## config.mk

```make
export PLATFORM = sky130hd
export DESIGN_NAME = semaforo_pedestre_param
export DESIGN_NICKNAME = d
export VERILOG_FILES = /design/src/rtl/semaforo_pedestre_param.sv
export SDC_FILE = /design/constraint.sdc
export NUM_CORES = 1
export LEC_CHECK = 0
export ABC_AREA = 1
export CAP_MARGIN = 20
export CELL_PAD_IN_SITES_DETAIL_PLACEMENT = 0
export CELL_PAD_IN_SITES_GLOBAL_PLACEMENT = 1
export CORE_MARGIN = 2
export CORE_UTILIZATION = 40
export CTS_BUF_LIST = sky130_fd_sc_hd__clkbuf_4 sky130_fd_sc_hd__clkbuf_8
export CTS_CLUSTER_DIAMETER = 50
export DETAILED_ROUTE_END_ITERATION = 10
export MAX_ROUTING_LAYER = met4
export PLACE_DENSITY = 0.95
export SYNTH_ARGS = -nofsm -noshare
export SYNTH_HDL_FRONTEND = slang
export SYNTH_SLANG_ARGS = --single-unit
```

## constraint.sdc

```tcl
create_clock -name clk -period 2.4 [get_ports clk]
set_input_delay 0.24 -clock clk [delete_from_list [all_inputs] [get_ports clk]]
set_output_delay 0.24 -clock clk [all_outputs]
set_load 0.01 [all_outputs]
```

## src/rtl/semaforo_pedestre_param.sv

```systemverilog
// Pedestrian-crossing traffic-light controller with parametrised phase
// durations, N request buttons, minimum vehicle green, all-red clearance,
// flashing pedestrian green and a flashing-amber night mode.
module semaforo_pedestre_param #(
  parameter int N_BOTOES    = 2,
  parameter int T_MIN_VERDE = 20,
  parameter int T_AMARELO   = 4,
  parameter int T_SEGURANCA = 2,
  parameter int T_PED       = 10,
  parameter int T_PISCA     = 6,
  parameter int T_NOTURNO   = 8
) (
  input  logic                clk,
  input  logic                rst,
  input  logic [N_BOTOES-1:0] botao_pedestre,
  input  logic                modo_noturno,
  output logic                carro_verde,
  output logic                carro_amarelo,
  output logic                carro_vermelho,
  output logic                ped_verde,
  output logic                ped_vermelho,
  output logic                pedido_pendente,
  output logic [2:0]          estado
);

  // Counter must hold the largest phase length minus one.
  localparam int M1   = (T_MIN_VERDE > T_AMARELO) ? T_MIN_VERDE : T_AMARELO;
  localparam int M2   = (M1 > T_SEGURANCA) ? M1 : T_SEGURANCA;
  localparam int M3   = (M2 > T_PED) ? M2 : T_PED;
  localparam int M4   = (M3 > T_PISCA) ? M3 : T_PISCA;
  localparam int TMAX = (M4 > T_NOTURNO) ? M4 : T_NOTURNO;
  localparam int CW   = $clog2(TMAX) + 1;

  localparam logic [CW-1:0] C_MIN_VERDE = CW'(T_MIN_VERDE - 1);
  localparam logic [CW-1:0] C_AMARELO   = CW'(T_AMARELO - 1);
  localparam logic [CW-1:0] C_SEGURANCA = CW'(T_SEGURANCA - 1);
  localparam logic [CW-1:0] C_PED       = CW'(T_PED - 1);
  localparam logic [CW-1:0] C_PISCA     = CW'(T_PISCA - 1);
  localparam logic [CW-1:0] C_NOTURNO   = CW'(T_NOTURNO - 1);

  typedef enum logic [2:0] {
    VERDE_CARRO = 3'd0,
    AMARELO     = 3'd1,
    SEGURANCA   = 3'd2,
    VERDE_PED   = 3'd3,
    PISCA_PED   = 3'd4,
    NOTURNO     = 3'd5
  } state_t;

  state_t          state, state_next;
  logic [CW-1:0]   cnt;
  logic            latch;
  logic            phase;
  logic            press;
  logic            can_latch;

  assign press     = |botao_pedestre;
  assign can_latch = (state == VERDE_CARRO) || (state == AMARELO) ||
                     (state == SEGURANCA);

  // State, phase counter, request latch and night-flash phase registers.
  always_ff @(posedge clk or posedge rst) begin
    if (rst) begin
      state <= VERDE_CARRO;
      cnt   <= '0;
      latch <= 1'b0;
      phase <= 1'b0;
    end else begin
      state <= state_next;

      if (state_next != state) begin
        cnt <= '0;
      end else if (state == VERDE_CARRO) begin
        // Saturate so the minimum-green condition stays met while idle.
        if (cnt != C_MIN_VERDE) cnt <= cnt + CW'(1);
      end else if (state == NOTURNO && cnt == C_NOTURNO) begin
        cnt <= '0;
      end else begin
        cnt <= cnt + CW'(1);
      end

      if (state != NOTURNO && state_next == NOTURNO) begin
        phase <= 1'b1;
      end else if (state == NOTURNO && cnt == C_NOTURNO) begin
        phase <= ~phase;
      end

      // Serving the crossing or going to night mode discards the request;
      // this wins over a press on the same edge so one press is one service.
      if ((state != VERDE_PED && state_next == VERDE_PED) ||
          state_next == NOTURNO) begin
        latch <= 1'b0;
      end else if (press && can_latch) begin
        latch <= 1'b1;
      end
    end
  end

  // Next-state selection; night mode beats a pending request in green.
  always_comb begin
    state_next = state;
    case (state)
      VERDE_CARRO: begin
        if (modo_noturno)                      state_next = NOTURNO;
        else if (latch && cnt == C_MIN_VERDE)  state_next = AMARELO;
      end
      AMARELO:   if (cnt == C_AMARELO)   state_next = SEGURANCA;
      SEGURANCA: if (cnt == C_SEGURANCA) state_next = VERDE_PED;
      VERDE_PED: if (cnt == C_PED)       state_next = PISCA_PED;
      PISCA_PED: if (cnt == C_PISCA)     state_next = VERDE_CARRO;
      NOTURNO:   if (!modo_noturno)      state_next = VERDE_CARRO;
      default:                           state_next = VERDE_CARRO;
    endcase
  end

  // Moore lamp decode from registered state, counter and phase only.
  always_comb begin
    carro_verde    = 1'b0;
    carro_amarelo  = 1'b0;
    carro_vermelho = 1'b0;
    ped_verde      = 1'b0;
    ped_vermelho   = 1'b0;
    case (state)
      VERDE_CARRO: begin carro_verde    = 1'b1; ped_vermelho = 1'b1; end
      AMARELO:     begin carro_amarelo  = 1'b1; ped_vermelho = 1'b1; end
      SEGURANCA:   begin carro_vermelho = 1'b1; ped_vermelho = 1'b1; end
      VERDE_PED:   begin carro_vermelho = 1'b1; ped_verde    = 1'b1; end
      PISCA_PED:   begin carro_vermelho = 1'b1; ped_verde    = ~cnt[0]; end
      NOTURNO:     carro_amarelo = phase;
      default:     begin carro_verde    = 1'b1; ped_vermelho = 1'b1; end
    endcase
  end

  assign pedido_pendente = latch;
  assign estado          = state;

endmodule

```

# Yosys cells after proc, flatten, opt, wreduce, memory -nomap -nowiden
# Cells that the tools add are included.
dict set report totals {
  regBits 11
  wordCells 61
}
dict set report classes {
  n_addsub 1
  n_eq_ne 18
  n_reduce_logical 15
  mux 21
  bitwise 2
}
# operator n
set ops {}
lappend ops {{$mux W6} 4}
lappend ops {{$mux W3} 7}
lappend ops {{$pmux W3 S6} 1}
lappend ops {{$eq A6 B3 Y1 const B} 2}
lappend ops {{$eq A3 B2 Y1 const B} 3}
lappend ops {{$eq A3 B3 Y1 const B} 3}
lappend ops {{$mux W1} 7}
lappend ops {{$add A6 B1 Y6 const B} 1}
lappend ops {{$eq A6 B1 Y1 const B} 1}
lappend ops {{$eq A6 B2 Y1 const B} 1}
lappend ops {{$eq A6 B4 Y1 const B} 1}
lappend ops {{$eq A6 B5 Y1 const B} 1}
lappend ops {{$ne A6 B5 Y1 const B} 1}
lappend ops {{$reduce_or A3 Y1} 2}
lappend ops {{$logic_and A1 B1 Y1} 5}
lappend ops {{$reduce_or A5 Y1} 1}
lappend ops {{$pmux W1 S2} 2}
lappend ops {{$reduce_bool A2 Y1} 2}
lappend ops {{$eq A3 B1 Y1 const B} 1}
lappend ops {{$logic_not A3 Y1} 1}
lappend ops {{$logic_or A1 B1 Y1} 3}
lappend ops {{$ne A3 B1 Y1 const B} 1}
lappend ops {{$ne A3 B2 Y1 const B} 1}
lappend ops {{$ne A3 B3 Y1} 1}
lappend ops {{3 further kinds} 4}

# Logic depth before layout (Yosys ltp)
dict set report logic_depth {
  depth_word 9
  depth_mapped 12
  ltp_nobuf 12
}

# Worst setup path before layout
# Ideal clock, no wire load.
dict set report synth_timing {
  kind {reg-to-reg}
  startpoint {register cnt[1]}
  endpoint {register cnt[5]}
  path_stages_with_launch 12
  required_time_ns 2.280
  n_path_buf 0
  setup_slack_ns 0.993
  setup_ns 0.120
  t_arrival_ns 1.287
  cell_sequence {dfrtp_1 -> inv_1 -> ha_1 -> nand3_1 -> nor2_1 -> nor2_1 -> nor2_1 -> nand3_2 -> nand2_1 -> nand2_1 -> nand2_2 -> nor2_1}
}
dict set report synth_between {
  elab_chain_cells 7
  word_cells_on_any_way 23
  classes_between {1 x add/sub; 9 x eq/ne; 11 x mux; 2 x reduce/logical}
}
# element line
set synth_rtl {}
lappend synth_rtl {{start: declaration} 51} ;# logic [CW-1:0] cnt;
lappend synth_rtl {{start signal: assignment} 75} ;# if (cnt != C_MIN_VERDE) cnt <= cnt + CW'(1);
lappend synth_rtl {{start signal: assignment} 79} ;# cnt <= cnt + CW'(1);
lappend synth_rtl {{$eq A6 B5 Y1} 105} ;# else if (latch && cnt == C_MIN_VERDE) state_next = AMARELO;
lappend synth_rtl {{$logic_and A1 B1 Y1} 105}
lappend synth_rtl {{$mux W3} 105}
lappend synth_rtl {{$mux W3} 104} ;# if (modo_noturno) state_next = NOTURNO;
lappend synth_rtl {{$pmux W3 S6 *} 102} ;# case (state)
lappend synth_rtl {{named net state_next[0]} 50} ;# state_t state, state_next;
lappend synth_rtl {{$ne A3 B3 Y1 *} 71} ;# if (state_next != state) begin
lappend synth_rtl {{$ne A3 B1 Y1 (no line) / $mux W6 (equally long branches)} n/a}
# Mark *: on every way through the listed nets, which the timed path passes. The rest lies on a longest branch. The select of a mux whose other input is x is not followed.
# A chain may end at the register's enable or synchronous reset.

# Worst setup path after layout
dict set report layout_timing {
  startpoint {register state[1], in the netlist estado[1]}
  endpoint {output ped_verde}
}
dict set report layout_between {
  elab_chain_cells 2
  word_cells_on_any_way 3
  classes_between {2 x eq/ne; 1 x mux}
}
# element line
set layout_rtl {}
lappend layout_rtl {{start: declaration} 50}
lappend layout_rtl {{start signal: assignment} 69} ;# state <= state_next;
lappend layout_rtl {{$eq A3 B3 Y1 / $eq A3 B2 Y1 (equally long branches)} 123} ;# case (state)
lappend layout_rtl {{$pmux W1 S2 *} 123}
lappend layout_rtl {{end: declaration} 20} ;# output logic ped_verde,
# Every way passes the cells marked *; elsewhere a longest branch is shown, timed or not.

==> results.cfg <==
[placement]
gp_congestion = 0.924
portBuffers = 13
placed_area_um2 = 940
dp_hpwl_um = 1450

[clock_tree]
hold_buffers = 0
post_cts_buffers = 0
cts-resized-gates = 0
cts_sinks = 11
cts_tree = done
path_clk_slew_ns = 0.07
cts_buffers = 3
clkLatencyLatePin_ns = 0.28
clock_path_buffers = 2
htreeDepth = 1
cts_root_buffer = clkbuf_4

[drt]
wl_um = 1820
vias_per_cell = 4.93
wl_per_cell_um = 11.2
dr.pass1.iters = 5
drc = 0
drt_iter0_drc = 20
final_antenna_net_count = 0
via_count = 798

[logic_synthesis]
syn_area_um2 = 778
synthCells = 120
syn_nets = 127
yosysSeqAreaShare_pct = 35.4
yosys_warnings = 0
ys_ff_latch = 11
synth_cell_types = 19
avgSynthCellArea_um2 = 6.49

[grt]
grt_pass1_wl_um = 2970
grt_use_total_pct = 19.5
antenna_found_initial = 0
grt_max_degree = 12
grt_overflow = 0
grt_pass1_vias = 690

[sta]
max_freq_mhz = 472
setup_tns_ns = 0
rsz0062_at_grt = false
fin_crit_ns = 2.12
slew_headroom_pct = 70.5
hold_viol_final = 0
min_period_over_period_pct = 88.3
finClkSkew_ns = 0.00221
setup_viol = 0
max_slew.worst_pin.slew_ns = 0.441
slew_viol_final = 0

[final_layout]
drive_gt1_share_pct = 9.49
layout_common_cells = nand2_1 (25), nor2_1 (25), inv_1 (20)
final_util_pct = 54.4
fin_nets = 145
syn2layout_area_growth_pct = 24.6
diodes = 0
fin_area_um2 = 970

[critical_path]
cp.arrival_ns = 1.88
ff2ff_setup_slack_ns = 0.79
critPathMaxFanout = 7
crit_path_start_kind = register
required_ns = 2.16
end_kind = primary output
crit_end = ped_verde
cp_slowest_cell = clkdlybuf4s50_1
rr_worst_depth = 9
critPathMaxStageDelay_ns = 0.56
critPathKind = register to primary output
crit_chain = nor2_1 > inv_1 > nor2_1 > inv_1 > o21ai_0 > clkdlybuf4s50_1
startpoint = estado[1]
reg2reg_from = cnt[0]
r2r_end = cnt[3]

[floorplan]
die_h_um = 48.1
die-area_mm2 = 0.00231
rows = 15
die_w_um = 48.1
start_util_pct = 43.6
ioPinCount = 14
core_region_area_mm2 = 0.00178

[worst_hold_path]
hold_class = input pin to asynchronous set/reset pin

[status]
status = completed

[power]
p_per_area_mw_per_mm2 = 1060
p_leak_nw = 0.522
p_total_w = 0.00103
irDropWorstVdd_v = 0.000600

[run]
cap_violations = 0
## metrics by stage
stage,setup WS [ns],hold slack (ns),cells
global route,0.151,0.315,162
finish,0.280,0.251,162
global placement,0.550,0.480,158
floorplan,0.993,0.0924,120
CTS,0.262,0.277,162
detailed placement,0.570,0.482,158
## metal layers
layer  vias up  track usage, %  share of wire, %  wire (um)
met2        26            30.4                45        811
met3         4            3.33               5.4         99
met4         0            8.11               1.9         34
met5         -               -                 0          0
li1        414               -                 -          -
met1       354            25.1                48        871
## worst min-delay path by stage
stage	endpoint	depth (start not counted)	slack [ns]	startpoint
final	cnt[2]	2	0.25	rst
after detailed placement	phase	2	0.48	phase
after global routing	pedido_pendente	2	0.31	rst
after floorplan	cnt[0]	1	0.09	rst
after global placement	phase	2	0.48	phase
after CTS	pedido_pendente	2	0.28	rst
## worst max-delay path: cells and delay by family, from the launching register on
| kind | cells | cell delay [ns] |
|---|---|---|
| AO/OA/AOI/OAI | 1 | 0.16 |
| AND/OR/NAND/NOR | 2 | 0.28 |
| flip-flops | 1 | 0.45 |
| buffers and inverters | 3 | 0.71 |
## flip-flops by register name (all words and copies together) (netlist names)
register / flops
cnt: 6
estado: 3
pedido_pendente: 1
phase: 1
## kinds of logic (layout without fill, tap and decap cells)
kind of cell    Yosys count  after routing  share of synthesized area (%)
compound gates            9              9                           6.91
xor+xnor                  2              2                           2.25
fa+ha+maj                 2              2                           3.21
buf+inv                  23             40                           11.1
flops                    11             11                           35.4
simple gates             73             73                           41.2
## synth_stat cells (all sizes together)
| library cell | number | area (um^2) |
|---|---|---|
| nand4 | 2 | 12.5 |
| a21oi | 2 | 10.0 |
| nand3 | 16 | 90.1 |
| dfrtp | 11 | 275 |
| nor3 | 1 | 5.00 |
| o21ai | 5 | 28.8 |
| xor2 | 2 | 17.5 |
| inv | 23 | 86.3 |
| o22ai | 1 | 6.26 |
| o221ai | 1 | 8.76 |
| nor2 | 27 | 106 |
| nand2 | 26 | 100 |
| nor4 | 1 | 6.26 |
| ha | 2 | 25.0 |
## report_power, final
group / leakage [nW] / total, W / switching [W] / internal [W]
logic: 0.363 / 0.000590 / 0.000334 / 0.000257
clock network: 0.0184 / 0.000146 / 0.0000701 / 0.0000760
registers: 0.141 / 0.000290 / 0.0000594 / 0.000230
## final cells by class
| type | count | area [um^2] |
|---|---|---|
| timing repair buffer | 13 | 130 |
| fill | 179 | 813 |
| sequential | 11 | 275 |
| inverter | 23 | 86.3 |
| multi-input combinational | 86 | 417 |
| clock buffer | 4 | 30.0 |
| tap | 25 | 31.3 |
Note: power is estimated with default switching activity, not from simulation.
